## src/rtl/thr_ycbcr_multi.sv

```systemverilog
// thr_ycbcr_multi: several independent YCbCr threshold windows with a
// one-cycle registered hit mask and saturating per-window hit counters
// that are snapshotted at every frame start.
module thr_ycbcr_multi #(
  parameter int         NUM_WIN    = 4,
  parameter int         CNT_W      = 22,
  parameter bit         VS_POL     = 1'b1,
  parameter logic [7:0] DEF_Y_MIN  = 8'd50,
  parameter logic [7:0] DEF_Y_MAX  = 8'd200,
  parameter logic [7:0] DEF_CB_MIN = 8'd133,
  parameter logic [7:0] DEF_CB_MAX = 8'd173,
  parameter logic [7:0] DEF_CR_MIN = 8'd77,
  parameter logic [7:0] DEF_CR_MAX = 8'd127
) (
  input  logic                     clk,
  input  logic                     rst,
  input  logic [23:0]              in_data,
  input  logic                     in_hs,
  input  logic                     in_vs,
  input  logic                     in_de,
  input  logic                     cfg_we,
  input  logic [5:0]               cfg_addr,
  input  logic [7:0]               cfg_wdata,
  output logic [NUM_WIN-1:0]       thr_data,
  output logic                     thr_de,
  output logic                     thr_hs,
  output logic                     thr_vs,
  output logic                     cnt_valid,
  output logic [NUM_WIN*CNT_W-1:0] cnt_data
);

  localparam int               NUM_FLD = 6;
  localparam logic [CNT_W-1:0] CNT_MAX = {CNT_W{1'b1}};
  localparam logic [CNT_W-1:0] CNT_ONE = {{(CNT_W-1){1'b0}}, 1'b1};

  // Reset value of threshold field fld (0..5 = Ymin,Ymax,Cbmin,Cbmax,Crmin,Crmax)
  function automatic logic [7:0] def_thr(input logic [2:0] fld);
    case (fld)
      3'd0:    def_thr = DEF_Y_MIN;
      3'd1:    def_thr = DEF_Y_MAX;
      3'd2:    def_thr = DEF_CB_MIN;
      3'd3:    def_thr = DEF_CB_MAX;
      3'd4:    def_thr = DEF_CR_MIN;
      3'd5:    def_thr = DEF_CR_MAX;
      default: def_thr = 8'd0;
    endcase
  endfunction

  logic [7:0]       shadow_r [NUM_WIN][NUM_FLD];
  logic [7:0]       active_r [NUM_WIN][NUM_FLD];
  logic [CNT_W-1:0] cnt_r    [NUM_WIN];
  logic             vs_q_r;
  logic             vs_armed_r;
  logic             frame_start_s;
  logic             cfg_ok_s;
  logic [NUM_WIN-1:0] hit_s;
  logic [7:0]       y_s;
  logic [7:0]       cb_s;
  logic [7:0]       cr_s;

  assign y_s  = in_data[23:16];
  assign cb_s = in_data[15:8];
  assign cr_s = in_data[7:0];

  // vs_armed_r keeps a vs that is already active when reset releases from
  // looking like a fresh edge against the reset value of vs_q_r.
  assign frame_start_s = (in_vs == VS_POL) && (vs_q_r != VS_POL) && vs_armed_r;
  assign cfg_ok_s      = cfg_we && (int'(cfg_addr[5:3]) < NUM_WIN) && (cfg_addr[2:0] <= 3'd5);

  // Inclusive range test of the current pixel against each window's active set
  always_comb begin
    hit_s = '0;
    for (int k = 0; k < NUM_WIN; k++) begin
      hit_s[k] = in_de
        && (y_s  >= active_r[k][0]) && (y_s  <= active_r[k][1])
        && (cb_s >= active_r[k][2]) && (cb_s <= active_r[k][3])
        && (cr_s >= active_r[k][4]) && (cr_s <= active_r[k][5]);
    end
  end

  // Registered vs copy for frame-start edge detection
  always_ff @(posedge clk) begin
    if (rst) begin
      vs_q_r     <= ~VS_POL;
      vs_armed_r <= 1'b0;
    end else begin
      vs_q_r <= in_vs;
      if (in_vs != VS_POL) begin
        vs_armed_r <= 1'b1;
      end
    end
  end

  // Shadow threshold writes and shadow-to-active transfer at frame start
  always_ff @(posedge clk) begin
    if (rst) begin
      for (int k = 0; k < NUM_WIN; k++) begin
        for (int f = 0; f < NUM_FLD; f++) begin
          shadow_r[k][f] <= def_thr(3'(f));
          active_r[k][f] <= def_thr(3'(f));
        end
      end
    end else begin
      for (int k = 0; k < NUM_WIN; k++) begin
        for (int f = 0; f < NUM_FLD; f++) begin
          if (cfg_ok_s && (cfg_addr[5:3] == 3'(k)) && (cfg_addr[2:0] == 3'(f))) begin
            shadow_r[k][f] <= cfg_wdata;
          end
          if (frame_start_s) begin
            active_r[k][f] <= shadow_r[k][f];
          end
        end
      end
    end
  end

  // Saturating hit counters, snapshot into cnt_data at each frame start
  always_ff @(posedge clk) begin
    if (rst) begin
      cnt_valid <= 1'b0;
      cnt_data  <= '0;
      for (int k = 0; k < NUM_WIN; k++) begin
        cnt_r[k] <= '0;
      end
    end else begin
      cnt_valid <= frame_start_s;
      for (int k = 0; k < NUM_WIN; k++) begin
        if (frame_start_s) begin
          cnt_data[k*CNT_W +: CNT_W] <= cnt_r[k];
          cnt_r[k] <= hit_s[k] ? CNT_ONE : '0;
        end else if (hit_s[k] && (cnt_r[k] != CNT_MAX)) begin
          cnt_r[k] <= cnt_r[k] + CNT_ONE;
        end
      end
    end
  end

  // One-cycle registered mask and sync outputs
  always_ff @(posedge clk) begin
    if (rst) begin
      thr_data <= '0;
      thr_de   <= 1'b0;
      thr_hs   <= 1'b0;
      thr_vs   <= 1'b0;
    end else begin
      thr_data <= hit_s;
      thr_de   <= in_de;
      thr_hs   <= in_hs;
      thr_vs   <= in_vs;
    end
  end

endmodule
```

## config.mk

```make
export PLATFORM = sky130hd
export DESIGN_NAME = thr_ycbcr_multi
export DESIGN_NICKNAME = d
export VERILOG_FILES = /design/src/rtl/thr_ycbcr_multi.sv
export SDC_FILE = /design/constraint.sdc
export NUM_CORES = 1
export LEC_CHECK = 0
export ABC_CLOCK_PERIOD_IN_PS = 11200
export CAP_MARGIN = 20
export CORE_MARGIN = 2
export CORE_UTILIZATION = 40
export DETAILED_ROUTE_END_ITERATION = 6
export GPL_TIMING_DRIVEN = 0
export PLACE_DENSITY = 0.64
export SYNTH_ARGS = -nofsm -noshare
export SYNTH_HDL_FRONTEND = slang
export SYNTH_SLANG_ARGS = --single-unit
```

## constraint.sdc

```tcl
create_clock -name clk -period 11.2 [get_ports clk]
set_input_delay 2.24 -clock clk [delete_from_list [all_inputs] [get_ports clk]]
set_output_delay 2.24 -clock clk [all_outputs]
set_load 0.1 [all_outputs]
```

### Word-level counts from Yosys, hierarchy flattened

Memory sizes are Yosys's and may differ from the RTL's.
Cells that the tools add are included.

| operators by class | value |
|---|---|
| $lt $le $gt $ge | 26 |
| muxes and demuxes | 159 |
| bitwise logic cells | 57 |
| reduce and logical (&&, ||, !) cells | 62 |
| add/subtract/negate cells | 4 |
| equal/unequal tests | 12 |

Operators with widths:

| cell | count |
|---|---|
| two-way mux 8 bit | 54 |
| two-way mux 22 bit | 8 |
| two-way mux 1 bit | 97 |
| greater-or-equal comparator 8 bit | 12 |
| <= comparator 8 bit | 12 |
| adder 22 x 1 -> 22 bit, second input constant | 4 |
| inequality test 22 bit, second input constant | 4 |
| logical AND 1 bit | 60 |
| bitwise OR 1 bit | 56 |
| == test 3 x 2 -> 1 bit, second input constant | 4 |
| == test 3 x 1 -> 1 bit, second input constant | 2 |
| == test 3 bit, second input constant | 2 |
| logical NOT 3 bit | 2 |
| <= comparator 3 bit, second input constant | 1 |
| less-than comparator 3 bit, second input constant | 1 |
| NOT 1 bit | 1 |

| word-level totals | value |
|---|---|
| register bits after elaboration | 97 |
| bits in writable memories | 472 |
| memories | 3 |
| output and inout port bits | 96 |
| input port bits | 44 |

Memories:

| name | words | width | rd ports | clocked after Yosys merged registers in | wr ports | line | source |
|---|---|---|---|---|---|---|---|
| active_r | 4 | 48 | 4 | 0 | 4 | 50 | `logic [7:0] active_r [NUM_WIN][NUM_FLD];` |
| shadow_r | 4 | 48 | 4 | 0 | 4 | 49 | `logic [7:0] shadow_r [NUM_WIN][NUM_FLD];` |
| cnt_r | 4 | 22 | 4 | 0 | 4 | 51 | `logic [CNT_W-1:0] cnt_r [NUM_WIN];` |

### Depth between registers and ports, before layout

Gate-level depths: netlist (run 1).
An unclocked memory read counts as a cell.

| depth | value |
|---|---|
| depth after elaboration | 14 |
| gate-level depth with buffers | 10 |

### Worst setup path before layout (run 1)

No wires, ideal clock.

| timing | value |
|---|---|
| path kind | input port to flip-flop |
| start | input port in_vs |
| end | memory cnt_r[0][0] (enable) |
| slack | 3,655 ps |
| stages | 6 |
| data arrival time | 7,135 ps |
| required time | 10,789 ps |
| path buffers | 1 |
| cell sequence | a21oi_1 -> inv_1 -> a41o_1 -> or2_4 -> buf_6 -> nand2_1 |

RTL lines:

| element | line | source |
|---|---|---|
| start, declared | 19 | `input logic in_vs,` |
| end, declared | 51 |  |

==> results.yml, run 1 <==
cts:
  numClockSinks: 569
  post_cts_buffers: 0
  ctsLongestPathBuffers: 3
  numCtsBuffers: 61
  root_buffer: "clkbuf_16"
  cts_resized: 0
  cts_max_level: 2
  cts_tree: "yes"
  clkTransAtPathRegs_ns: 0.06
  hold_buffers: 0
  insertion_delay_ns: 0.61
yosys:
  synth.distinct_cells: 56
  ys_warn_count: 0
  synth_nets: 2335
  synth_cells: 2095
  ys_ff_latch: 569
  async_reset_ff_share_pct: 0
  yosysMostFrequentCell: "edfxtp_1"
  syn-cell-area_um2: 26100
  syn_area_per_cell_um2: 12.5
  synth_ff_type: "edfxtp_1"
  synth_commonest_cells: "edfxtp_1 (472), ha_1 (196), inv_1 (188)"
  yosys.area.top_type: "edfxtp_1"
  synth_top_area_share_pct: 54.3
  synth_seq_area_share_pct: 61.8
  synth_edf_count: 472
  synth_area_leaders: "edfxtp_1 (54%), ha_1 (9.4%), dfxtp_1 (7.4%), nand2b_1 (3.0%), a22o_1 (2.7%)"
global_route:
  use_met3_pct: 3.02
  met2_usage_pct: 31.7
  grt_pass1_wl_um: 95300
  grt_pass1_vias: 16700
  grt_overflow: 0
  grt.total_usage_pct: 18.8
  grt_max_degree: 139
  antenna_found_initial: 2
  grt_busiest_layer: "met2"
  grt_use_met1_pct: 24.1
pwr:
  power.density_nw_per_um2: 160
  power_frac_comb_pct: 8.4
  p_switching_uw: 1150
  p_leak_uw: 0.0119
  sw_frac_of_total_pct: 23.3
  p_int_uw: 3780
  seqPwrFrac_pct: 49.4
  p_clk_share_pct: 42.2
  peakVddDrop_v: 0.000108
placement:
  numPortBuffers: 139
  dp_slack_ns: 4.58
  dp_hpwl_um: 45000
  routabilityCongestion: 0.827
  dp_cells: 3091
sta:
  tightest_slew_ns: 1.16
  final-hold-violation-count: 0
  fmax_mhz: 168
  slew_headroom_pct: 21.8
  hold-worst-slack_ns: 0.473
  rsz0062_at_grt: "false"
  setup_viol: 0
  post-route-period-util_pct: 53.1
  setup_slack_ns: 5.25
  period_minus_slack_ns: 5.95
  skew_ns: 0.0165
  maxSlewViolCount: 0
  setup_tns_ns: 0
worst_setup_path:
  crit_path_end_kind: "flop"
  worstPathArrival_ns: 6.18
  path_max_fanout: 22
  critPathKind: "in2reg"
  start_kind: "primary input"
  required_ns: 11.43
  reg2reg_depth: 9
final_layout:
  regArea_um2: 16100
  postLayoutCoreUtil_pct: 47.6
  multiInputGateArea_um2: 8940
  synthToLayoutAreaGrowth_pct: 17.7
  layout.nets: 2539
  n_fill_cell: 5674
  fin_cells: 3208
  drive_gt1_share_pct: 5.28
die:
  die_h_um: 259
  coreArea_um2: 64500
  design.die.area_um2: 67300
  die_w_um: 259
  start_util_pct: 40.5
  placementRows: 93
  pin_count: 140
detailed_routing:
  num_vias: 16700
  routedWlPerCell_um: 19.7
  routed_wirelength_um: 63100
  firstDrtPassIters: 5
  drt_iter0_markers: 1270
  drc: 0
  vias_per_cell: 5.20
  postRouteAntennaNets: 0
min_path:
  hold_depth: 1
  hp-class: "reg2reg"
run:
  maxCapViolCount: 0
status:
  status: "finished, final reports clean"
==> worst paths after layout <==
path | from | to | slack (ns)
max | in_data[10] | cnt_r[0][7]$_SDFFCE_PN0P_ | 5.25
min | cnt_data[69]$_SDFFE_PP0P_ | cnt_data[69]$_SDFFE_PP0P_ | 0.47
max reg2reg | active_r[2][40]$_SDFFCE_PN0P_ | cnt_r[2][8]$_SDFFCE_PN0P_ | 7.50
min reg2reg | cnt_data[69]$_SDFFE_PP0P_ | cnt_data[69]$_SDFFE_PP0P_ | 0.47
==> worst max-delay path, stage by stage <==
cell and delay [ns]:
clkdlybuf4s50_1 0.83, ha_1 0.52, o21a_1 0.11, nor2_1 0.04
or4_1 0.52, a221oi_2 0.24, nand4_1 0.36, or2_4 0.40
buf_6 0.16, nand2_1 0.72
==> cell families (layout without fill, tap and decap cells) <==
logic type | Yosys count | in the layout | synth area share (%)
multiplexers | 1 | 1 | 0.0384
adder cells (fa/ha/maj) | 196 | 196 | 9.40
buffers and inverters | 273 | 528 | 4.01
other | 0 | 3 | 0
AO/OA/AOI/OAI | 276 | 276 | 7.46
AND/OR/NAND/NOR | 699 | 699 | 14.6
XOR/XNOR | 81 | 81 | 2.72
flip-flops | 569 | 569 | 61.8
==> cells in the final DEF (no fill, tap or decap), types with 5 or more instances in the layout <==
cell / n
clkbuf_1: 83
o21a_1: 10
clkinv_1: 11
o21bai_1: 24
a21o_1: 17
nor3_1: 16
bufinv_16: 10
xnor2_1: 35
o22ai_1: 5
edfxtp_1: 472
nand2b_1: 125
nand4_1: 39
nand3_1: 44
and3_1: 112
nand2_1: 79
a22o_1: 81
xor2_1: 46
nor2_2: 9
nor2_1: 137
and4_1: 7
nor2b_1: 23
or3_1: 40
buf_2: 6
clkbuf_16: 63
buf_1: 5
o21ai_0: 34
clkinv_2: 9
inv_1: 187
clkdlybuf4s50_1: 139
o211ai_1: 11
a21oi_1: 65
clkinvlp_4: 6
ha_1: 196
and2_1: 45
dfxtp_1: 97
==> stage by stage <==
stage | power [uW] | area (um2)
after floorplan | 2730 | 26100
after global placement | 2880 | 28600
after detailed placement | 2890 | 28600
after CTS | 4960 | 30700
after global routing | 5090 | 30700
final | 4930 | 30700
==> layer usage <==
layer	share of wire, %	wire [um]
met1	42	26300
met2	48	30400
met3	6.7	4250
met4	3.4	2140
met5	0.059	37
==> state kept, by name, summed over array words and instances (netlist names) <==
name	flops
vs_armed_r	1
cnt_r	88
thr_vs	1
thr_hs	1
thr_data	4
cnt_valid	1
cnt_data	88
active_r	192
thr_de	1
shadow_r	192
==> layout make-up <==
cell class                 count  area share [%]
tap                          855            3.48
inverter                     188            2.32
multi-input combinational   1253            29.1
clock inverter                39            1.49
sequential                   569            52.5
clock buffer                  75            5.31
timing repair buffer         141            4.67
buffer                        85            1.11
antenna                        3          0.0244
==> power by group through the flow <==
stage	Clock, uW	Combinational, uW	Sequential, uW
2_1_floorplan	0	199	2530
6_report	2080	413	2430
5_1_grt	2200	451	2440
4_1_cts	2110	415	2430
3_5_place_dp	0	413	2480
3_3_place_gp	0	395	2480
Note: power is estimated with default switching activity, not from simulation.
==> inputs of run 2 (changes only) <==
--- a/config.mk
+++ b/config.mk
@@ -5,7 +5,7 @@
 export SDC_FILE = /design/constraint.sdc
 export NUM_CORES = 1
 export LEC_CHECK = 0
-export ABC_CLOCK_PERIOD_IN_PS = 11200
+export ABC_CLOCK_PERIOD_IN_PS = 5550
 export CAP_MARGIN = 20
 export CORE_MARGIN = 2
 export CORE_UTILIZATION = 40
==> constraint.sdc (replaced) <==
create_clock -name clk -period 5.55 [get_ports clk]
set_input_delay 1.11 -clock clk [delete_from_list [all_inputs] [get_ports clk]]
set_output_delay 1.11 -clock clk [all_outputs]
set_load 0.1 [all_outputs]
==> results.yml, run 2 (synthesized netlist as in run 1, its figures left out) <==
worst_setup_path:
  path_depth: 8
  cp-startpoint: "in_data[21]"
  r2r-end: "cnt_r[2][19]$_SDFFCE_PN0P_"
  required_ns: 5.78
  rrSetupSlack_ns: 1.60
  critPathKind: "in2reg"
  timing.rr.start: "active_r[2][40]$_SDFFCE_PN0P_"
  start_kind: "primary input"
  path_max_fanout: 22
  slowest_stage: "clkdlybuf4s50_1"
  path_buf_inv: 2
  crit_path_end_kind: "flop"
  crit_chain: "clkdlybuf4s50_1, ha_1, nand4_1, o31ai_1, o2111ai_1, or4_4, buf_2, nand2_1"
  worstPathArrival_ns: 5.17
  reg2reg_depth: 9
  max_stage_delay_ns: 0.76
  crit_family: "simple AND/OR/NAND/NOR gates"
global_route:
  grt.total_usage_pct: 18.5
  grt_pass1_vias: 16400
  grt_overflow: 0
  grt_pass1_wl_um: 94100
  antenna_found_initial: 1
  grt_max_degree: 47
placement:
  routabilityCongestion: 0.852
  dp_hpwl_um: 44900
  numPortBuffers: 139
detailed_routing:
  postRouteAntennaNets: 0
  routedWlPerCell_um: 19.4
  wl_met2_um: 28900
  firstDrtPassIters: 5
  drt_iter0_markers: 985
  dr_wl_met3_um: 4470
  highest_layer: "met4"
  routed_wirelength_um: 62000
  num_vias: 16700
  drc: 0
  vias_per_cell: 5.20
  wirelength_met1_um: 25800
min_path:
  worstHoldEndpoint: "vs_armed_r$_SDFFE_PP0N_"
  hold_depth: 2
  hold_start: "vs_armed_r$_SDFFE_PP0N_"
  hp-class: "reg2reg"
cts:
  hold_buffers: 0
  numCtsBuffers: 58
  cts_tree: "yes"
  cts_resized: 0
  post_cts_buffers: 0
  cts_max_level: 2
  numClockSinks: 569
  insertion_delay_ns: 0.62
  ctsLongestPathBuffers: 3
  root_buffer: "clkbuf_16"
  clkTransAtPathRegs_ns: 0.06
die:
  die_h_um: 259
  start_util_pct: 40.5
  die_w_um: 259
  placementRows: 93
  pin_count: 140
  coreArea_um2: 64500
  design.die.area_um2: 67300
final_layout:
  largest_registers: "active_r (192), shadow_r (192)"
  layout_commonest_cell: "edfxtp_1"
  synthToLayoutAreaGrowth_pct: 17.3
  n_fill_cell: 5691
  mostFrequentLayoutCells: "edfxtp_1 (472), ha_1 (196), inv_1 (187), clkdlybuf4s50_1 (139), nor2_1 (137)"
  drive_gt1_share_pct: 5.37
  postLayoutCoreUtil_pct: 47.5
  layout.nets: 2539
sta:
  fmax_mhz: 202
  post-route-period-util_pct: 89.1
  maxSlewViolCount: 0
  final-hold-violation-count: 0
  setup_tns_ns: 0
  rsz0062_at_grt: "false"
  tightest_slew_ns: 1.14
  period_minus_slack_ns: 4.94
  slew_headroom_pct: 23.3
  setup_viol: 0
  skew_ns: 0.0248
pwr:
  power.density_nw_per_um2: 316
  p_leak_uw: 0.0119
  peakVddDrop_v: 0.000210
run:
  maxCapViolCount: 0
status:
  status: "finished, final reports clean"
-- run 2: cell types whose count changed in the layout (fill, tap and decap cells not counted), moves of 2 or more --
cell        delta
clkbuf_8       +9
bufinv_16      -7
buf_12         +4
clkinv_1       -4
clkinvlp_4     -3
diode_2        -2
-- run 2: cell type report --
cell class / count / area (um2) / share of cell area, %
Sequential cell: 569 / 16100 / 52.7
Multi-Input combinational cell: 1253 / 8950 / 29.3
Clock buffer: 83 / 1730 / 5.65
Timing Repair Buffer: 144 / 1480 / 4.82
Tap cell: 855 / 1070 / 3.50
Inverter: 188 / 709 / 2.32
Buffer: 85 / 342 / 1.12
Clock inverter: 25 / 208 / 0.679
Antenna cell: 1 / 2.50 / 0.00818
-- run 2: through the flow --
| stage | instance area (um2) | cells | hold WS [ns] | worst slack, ns | total power [uW] |
|---|---|---|---|---|---|
| finish | 30600 | 3203 | 0.466 | 0.608 | 9670 |
| global route | 30600 | 3202 | 0.486 | 0.414 | 10000 |
| CTS | 30600 | 3202 | 0.462 | 0.582 | 9740 |
| detailed placement | 28700 | 3094 | 0.454 | -0.0859 | 5830 |
| global placement | 28600 | 3089 | 0.440 | -2.19 | 5800 |
| floorplan | 26100 | 2095 | 0.432 | 0.0883 | 5510 |
-- run 2: where the power goes --
| part | switching, uW | internal, uW |
|---|---|---|
| clock network | 1630 | 2300 |
| registers | 86.4 | 4820 |
| logic | 572 | 263 |
-- run 2: worst max path at each step --
| stage | endpoint | slack [ns] |
|---|---|---|
| 6_report | cnt_r[2][19]$_SDFFCE_PN0P_ | 0.61 |
| 5_1_grt | cnt_r[2][17]$_SDFFCE_PN0P_ | 0.41 |
| 4_1_cts | cnt_r[2][19]$_SDFFCE_PN0P_ | 0.58 |
| 3_5_place_dp | cnt_r[2][4]$_SDFFCE_PN0P_ | -0.09 |
| 3_3_place_gp | cnt_r[0][8]$_SDFFCE_PN0P_ | -2.19 |
| 2_1_floorplan | cnt_r[0][0]$_SDFFCE_PN0P_ | 0.09 |
-- run 2: routing by layer --
layer / GRT usage (%) / up-vias
li1: - / 7947
met1: 23.6 / 8012
met2: 30.5 / 548
met3: 3.39 / 149
met4: 8.65 / 0
met5: 0 / -
-- run 2: worst min-delay path, cell delays in order (launching register included) --
cell	delay (ns)
dfxtp_1	0.30
inv_1	0.06
a21oi_1	0.06
==> inputs of run 3 (changes only) <==
--- a/config.mk
+++ b/config.mk
@@ -6,11 +6,10 @@
 export NUM_CORES = 1
 export LEC_CHECK = 0
 export ABC_CLOCK_PERIOD_IN_PS = 5550
-export CAP_MARGIN = 20
+export CAP_MARGIN = 10
 export CORE_MARGIN = 2
 export CORE_UTILIZATION = 40
 export DETAILED_ROUTE_END_ITERATION = 6
-export GPL_TIMING_DRIVEN = 0
 export PLACE_DENSITY = 0.64
 export SYNTH_ARGS = -nofsm -noshare
 export SYNTH_HDL_FRONTEND = slang
==> results.yml, run 3 (synthesized netlist as in run 1, its figures left out) <==
worst_setup_path:
  required_ns: 5.86
  worstPathArrival_ns: 4.65
  crit_path_end_kind: "flop"
  critPathKind: "in2reg"
  timing.rr.start: "active_r[2][40]$_SDFFCE_PN0P_"
  start_kind: "primary input"
  rrSetupSlack_ns: 2.05
  cp-startpoint: "in_data[15]"
  r2r-end: "cnt_r[2][14]$_SDFFCE_PN0P_"
  path_max_fanout: 20
  reg2reg_depth: 9
sta:
  setup_tns_ns: 0
  maxSlewViolCount: 0
  period_minus_slack_ns: 4.34
  tightest_slew_ns: 1.15
  post-route-period-util_pct: 78.3
  slew_headroom_pct: 23.6
  setup_viol: 0
  rsz0062_at_grt: "false"
  fmax_mhz: 230
  final-hold-violation-count: 0
  skew_ns: 0.0319
pwr:
  peakVddDrop_v: 0.000249
  power.density_nw_per_um2: 323
  finalPower_uw: 9860
  p_leak_uw: 0.0119
global_route:
  grt.total_usage_pct: 18.4
  grt_pass1_vias: 16300
  grt_pass1_wl_um: 95300
  grt_max_degree: 195
  grt_overflow: 0
  antenna_found_initial: 5
min_path:
  hp-class: "reg2reg"
  hold_depth: 2
  worstHoldEndpoint: "cnt_data[49]$_SDFFE_PP0P_"
  hold_start: "cnt_data[49]$_SDFFE_PP0P_"
final_layout:
  regArea_um2: 16100
  mostFrequentLayoutCells: "edfxtp_1 (472), ha_1 (196), inv_1 (186), clkdlybuf4s50_1 (138), nor2_1 (136)"
  layout_commonest_cell: "edfxtp_1"
  layout.nets: 2481
  drive_gt1_share_pct: 6.76
  n_fill_cell: 5777
  multiInputGateArea_um2: 8970
  synthToLayoutAreaGrowth_pct: 17.0
  largest_registers: "active_r (192), shadow_r (192)"
cts:
  hold_buffers: 0
  root_buffer: "clkbuf_16"
  clkTransAtPathRegs_ns: 0.06
  post_cts_buffers: 0
  cts_tree: "yes"
  numCtsBuffers: 61
  ctsLongestPathBuffers: 3
  insertion_delay_ns: 0.65
  numClockSinks: 569
  cts_max_level: 2
  cts_resized: 0
run:
  maxCapViolCount: 0
die:
  die_h_um: 259
  pin_count: 140
  placementRows: 93
  design.die.area_um2: 67300
  die_w_um: 259
  start_util_pct: 40.5
  coreArea_um2: 64500
placement:
  routabilityCongestion: 0.828
  dp_hpwl_um: 41300
  numPortBuffers: 139
detailed_routing:
  drt_iter0_markers: 1293
  postRouteAntennaNets: 0
  routedWlPerCell_um: 19.6
  drc: 0
  vias_per_cell: 5.24
  firstDrtPassIters: 5
  num_vias: 16500
  routed_wirelength_um: 61800
status:
  status: "finished, final reports clean"
==> run 3: cell count changes in the layout (fill, tap and decap cells not counted), sizes merged <==
cell / change
inv: +2
clkinvlp: +1
buf: +12
bufinv: +5
clkinv: +11
clkdlybuf4s50: -1
clkbuf: -84
==> run 3: worst max-delay path by stage <==
stage,to,slack (ns),depth (start not counted)
2_1_floorplan,cnt_r[0][0]$_SDFFCE_PN0P_,0.09,6
3_3_place_gp,cnt_r[2][11]$_SDFFCE_PN0P_,0.58,9
3_5_place_dp,cnt_r[2][9]$_SDFFCE_PN0P_,0.53,8
4_1_cts,cnt_r[2][9]$_SDFFCE_PN0P_,1.18,8
5_1_grt,cnt_r[1][19]$_SDFFCE_PN0P_,1.0,11
6_report,cnt_r[1][19]$_SDFFCE_PN0P_,1.21,11
==> run 3: worst max-delay path: stages <==
cell and delay [ns]:
clkdlybuf4s50_1 0.90, ha_1 0.37, a21oi_1 0.14, o21ai_0 0.12
mux2i_1 0.15, a21oi_1 0.10, a2111oi_0 0.76, nand2_1 0.13
buf_4 0.24, nand2_1 0.31, buf_4 0.31
==> run 3: cell type report <==
cell class                      count  share of cell area [%]
Sequential cell                   569                    52.8
Multi-Input combinational cell   1253                    29.4
Timing Repair Buffer              168                    5.34
Clock buffer                       71                    5.19
Tap cell                          855                    3.50
Inverter                          188                    2.34
Clock inverter                     44                    1.46
Antenna cell                        1                 0.00820
==> run 3: power breakdown <==
part           switching, uW  total [uW]  internal (uW)
Clock                   1700        4120           2420
Sequential              89.5        4910           4820
Combinational            568         829            261
Total                   2360        9860           7500
==> run 3: per-stage QoR <==
step                std cells  worst slack [ns]  util (%)  hold slack, ns  area [um2]
global route             3148             0.998      47.4           0.482       30500
CTS                      3148              1.18      47.4           0.474       30500
floorplan                2095            0.0883         -           0.432       26100
global placement         3033             0.582      44.2           0.456       28500
finish                   3149              1.21      47.4           0.473       30500
detailed placement       3033             0.533      44.2           0.460       28500
==> run 3: routing by layer <==
metal,GRT usage [%],wire length [um]
met1,25.2,27300
met2,30.1,28800
met3,3.02,3970
met4,5.60,1650
met5,0,0
==> patch 1 (config.mk and constraints of run 2) <==
`thr_data` no longer has a reset.
--- a/src/rtl/thr_ycbcr_multi.sv
+++ b/src/rtl/thr_ycbcr_multi.sv
@@ -138,16 +138,18 @@
   // One-cycle registered mask and sync outputs
   always_ff @(posedge clk) begin
     if (rst) begin
-      thr_data <= '0;
       thr_de   <= 1'b0;
       thr_hs   <= 1'b0;
       thr_vs   <= 1'b0;
     end else begin
-      thr_data <= hit_s;
       thr_de   <= in_de;
       thr_hs   <= in_hs;
       thr_vs   <= in_vs;
     end
   end
 
+  always_ff @(posedge clk) begin
+    thr_data <= hit_s;
+  end
+
 endmodule
Function: not settled (the Yosys comparison gave no result); the edit may change what the design does.
==> patch 1 against run 2 <==
Final cell count grew 0.66%. Final area grew 1.7%. Setup slack gained 0.28 ns. Synthesized area grew 1.3%. Total power grew 4.2%. Wire length grew 6.9%. Sequential cell count is the same. Worst hold slack lost 0.025 ns. Critical endpoint is now cnt_r[0][85]$_SDFFCE_PN0P_. Largest cell class unchanged. Highest routed layer unchanged.
==> patch 1: results <==
metrics = {
    "outcome": {
        "outcome": "finished clean",
    },
    "place": {
        "dp_cells": 3111,
        "dp_slack_ns": 0.335,
        "dpl_cell_area_sq_um": 29000,
        "port_buffers": 138,
        "place_congestion": 0.863,
        "hpwl_um": 46600,
    },
    "layout": {
        "layout.cells.non_filler": 3224,
        "nets": 2550,
        "diodes": 0,
        "final_layout_size_suffix_gt1_frac": 0.0669,
        "reg_top3": "active_r x192, shadow_r x192",
        "fillCellCount": 5742,
    },
    "clock_tree": {
        "ctsResizeCount": 0,
        "cts_buffers": 61,
    },
    "setup_path": {
        "cp.arrival_ns": 4.90,
        "max_stage_delay_ns": 0.83,
    },
    "yosys": {
        "yosys-top-cells-count": "edfxtp_1 (472), ha_1 (196), inv_1 (184)",
        "syn_avg_cell_area_sq_um": 12.6,
        "ys_seq_area_frac": 0.610,
        "yosysUniqueCellTypes": 66,
        "synth_nets": 2344,
        "ys_top_cells_by_area": "edfxtp_1 (54%), ha_1 (9.3%), dfxtp_1 (7.3%)",
    },
    "sta": {
        "skew_ns": 0.0231,
        "slew_headroom": 0.293,
    },
    "drt": {
        "drt_wl_total_um": 66300,
        "drt_iter0_drc": 1477,
        "viasPerCell": 5.28,
    },
    "grt": {
        "grt_max_degree": 110,
        "antenna_found_initial": 1,
        "grt_pass1_vias": 16800,
        "grt_use_total": 0.195,
        "grt_pass1_wl_um": 100000,
    },
    "power": {
        "irDropWorstVdd_mv": 0.223,
        "p_leak_nw": 12.0,
    },
}
[patch 1: logic make-up after synthesis]
logic type / count (synthesis) / synth area share
simple gates: 702 / 0.154
flops: 569 / 0.610
buf+inv: 279 / 0.0434
compound gates: 277 / 0.0732
fa+ha+maj: 196 / 0.0928
xor+xnor: 81 / 0.0268
[patch 1: layout make-up]
cell class | count | area, sq um | area share
multi-input cells | 1256 | 9190 | 0.295
plain buffers | 93 | 449 | 0.0144
well taps | 864 | 1080 | 0.0347
flip-flops and latches | 569 | 16100 | 0.518
clock buffers | 86 | 1750 | 0.0563
repair buffers | 143 | 1470 | 0.0472
clock inverters | 27 | 369 | 0.0119
inverters | 186 | 706 | 0.0227
[patch 1: stage by stage]
step           total power, mW  utilization
2_1_floorplan             5.55            -
3_3_place_gp              5.86        0.440
3_5_place_dp              5.89        0.442
4_1_cts                   10.2        0.474
5_1_grt                   10.4        0.474
6_report                  10.1        0.474
[patch 1: final timing paths]
check                               start                          to  slack, ns  depth (start not counted)
setup / recovery              in_data[23]  cnt_r[0][85]$_SDFFCE_PN0P_       0.88                          8
hold / removal    vs_armed_r$_SDFFE_PP0N_     vs_armed_r$_SDFFE_PP0N_       0.44                          2
setup reg to reg        thr_vs$_SDFF_PP0_  cnt_r[0][54]$_SDFFCE_PN0P_       1.90                          8
hold reg to reg   vs_armed_r$_SDFFE_PP0N_     vs_armed_r$_SDFFE_PP0N_       0.44                          2
[patch 1: per-layer routing]
| layer | wire length (um) | up-vias | track usage |
|---|---|---|---|
| met5 | 0 | - | 0 |
| met2 | 31800 | 508 | 0.331 |
| met4 | 1490 | 0 | 0.0488 |
| met3 | 4040 | 98 | 0.0304 |
| met1 | 29000 | 8306 | 0.264 |
| li1 | - | 8109 | - |
[patch 1: where the power goes]
| group | internal [mW] | switching [mW] | total (mW) |
|---|---|---|---|
| combinational | 0.275 | 0.616 | 0.891 |
| sequential | 4.82 | 0.0911 | 4.91 |
| clock | 2.61 | 1.67 | 4.28 |
[patch 1: critical path: cells and delay by family]
family / cells / cell delay, ns
and+or+nand+nor: 4 / 1.47
AOI/OAI and AO/OA: 1 / 0.64
buffers and inverters: 2 / 1.11
adders and majority gates: 1 / 0.56
==> patch 2 (flow settings as in run 2) <==
Without the edit above. The localparam `NUM_FLD` goes from 6 to 12.
--- a/src/rtl/thr_ycbcr_multi.sv
+++ b/src/rtl/thr_ycbcr_multi.sv
@@ -29,7 +29,7 @@
   output logic [NUM_WIN*CNT_W-1:0] cnt_data
 );
 
-  localparam int               NUM_FLD = 6;
+  localparam int               NUM_FLD = 12;
   localparam logic [CNT_W-1:0] CNT_MAX = {CNT_W{1'b1}};
   localparam logic [CNT_W-1:0] CNT_ONE = {{(CNT_W-1){1'b0}}, 1'b1};
 
Check against the original RTL: not settled (the Yosys comparison gave no result); the edit may change what the design does.
==> patch 2 against run 2 <==
Worst hold slack worse by 0.021 ns. Setup slack better by 0.30 ns. Clock skew is 0.0051 ns lower. Synthesized area is 1.2% higher. Utilization is 0.11 points higher. Final area is 1.9% higher. Wire length is 10% higher. Count of clock-buffer cells in the layout is 5 lower. First-iteration DRC count is 42% higher. Critical path depth stayed put. Sequential cell count stayed put. Total power is 4.3% higher. Critical endpoint is now cnt_r[3][17]$_SDFFCE_PN0P_.
==> patch 2: results <==
metrics = {
    "layout": {
        "buffers": 240,
        "multi_input_cells": 1244,
        "fillCellCount": 5709,
        "buf_share": 0.0615,
        "n_all_inverters": 193,
        "seq_share": 0.517,
        "diodes": 0,
        "clockBufferCount": 78,
        "clk_share": 0.0682,
    },
    "place": {
        "dp_slack_ns": 0.261,
        "hpwl_um": 48400,
        "dp_cells": 3110,
        "dpl_cell_area_sq_um": 29100,
    },
    "sta": {
        "fmax_ghz": 0.215,
        "slew_headroom": 0.213,
        "skew_ns": 0.0197,
    },
    "clock_tree": {
        "cts_buffers": 60,
    },
    "yosys": {
        "ys_seq_area_frac": 0.610,
        "synthAdderAreaFrac": 0.0928,
    },
    "setup_path": {
        "r2r_slack_ns": 1.87,
    },
    "grt": {
        "use_met2": 0.333,
        "use_met1": 0.273,
        "grt_pass1_vias": 16900,
    },
    "drt": {
        "drt-met1-wl_um": 29100,
        "viasPerCell": 5.33,
    },
    "outcome": {
        "outcome": "finished clean",
    },
}
patch 2: changes by cell type after synthesis, moves of 7 or more:
cell and delta:
nor2_1 -59, nor3_1 +49, nor3_2 +19, nand2_1 -18, nand2b_1 -13, and3_1 -12
and2_1 +9, or3_1 +9, nor2_2 -8, a22o_1 +7
patch 2: path summary, 6_finish.rpt:
kind / from / endpoint / depth (start not counted)
min: vs_armed_r$_SDFFE_PP0N_ / vs_armed_r$_SDFFE_PP0N_ / 2
max reg2reg: cnt_r[0][0]$_SDFFCE_PN0P_ / cnt_r[0][8]$_SDFFCE_PN0P_ / 8
max: in_data[7] / cnt_r[3][17]$_SDFFCE_PN0P_ / 8
min reg2reg: vs_armed_r$_SDFFE_PP0N_ / vs_armed_r$_SDFFE_PP0N_ / 2
patch 2: power breakdown:
group	internal, mW	switching, mW	leakage [nW]
clock network	2.60	1.69	1.05
registers	4.82	0.0907	5.29
logic	0.270	0.620	5.63
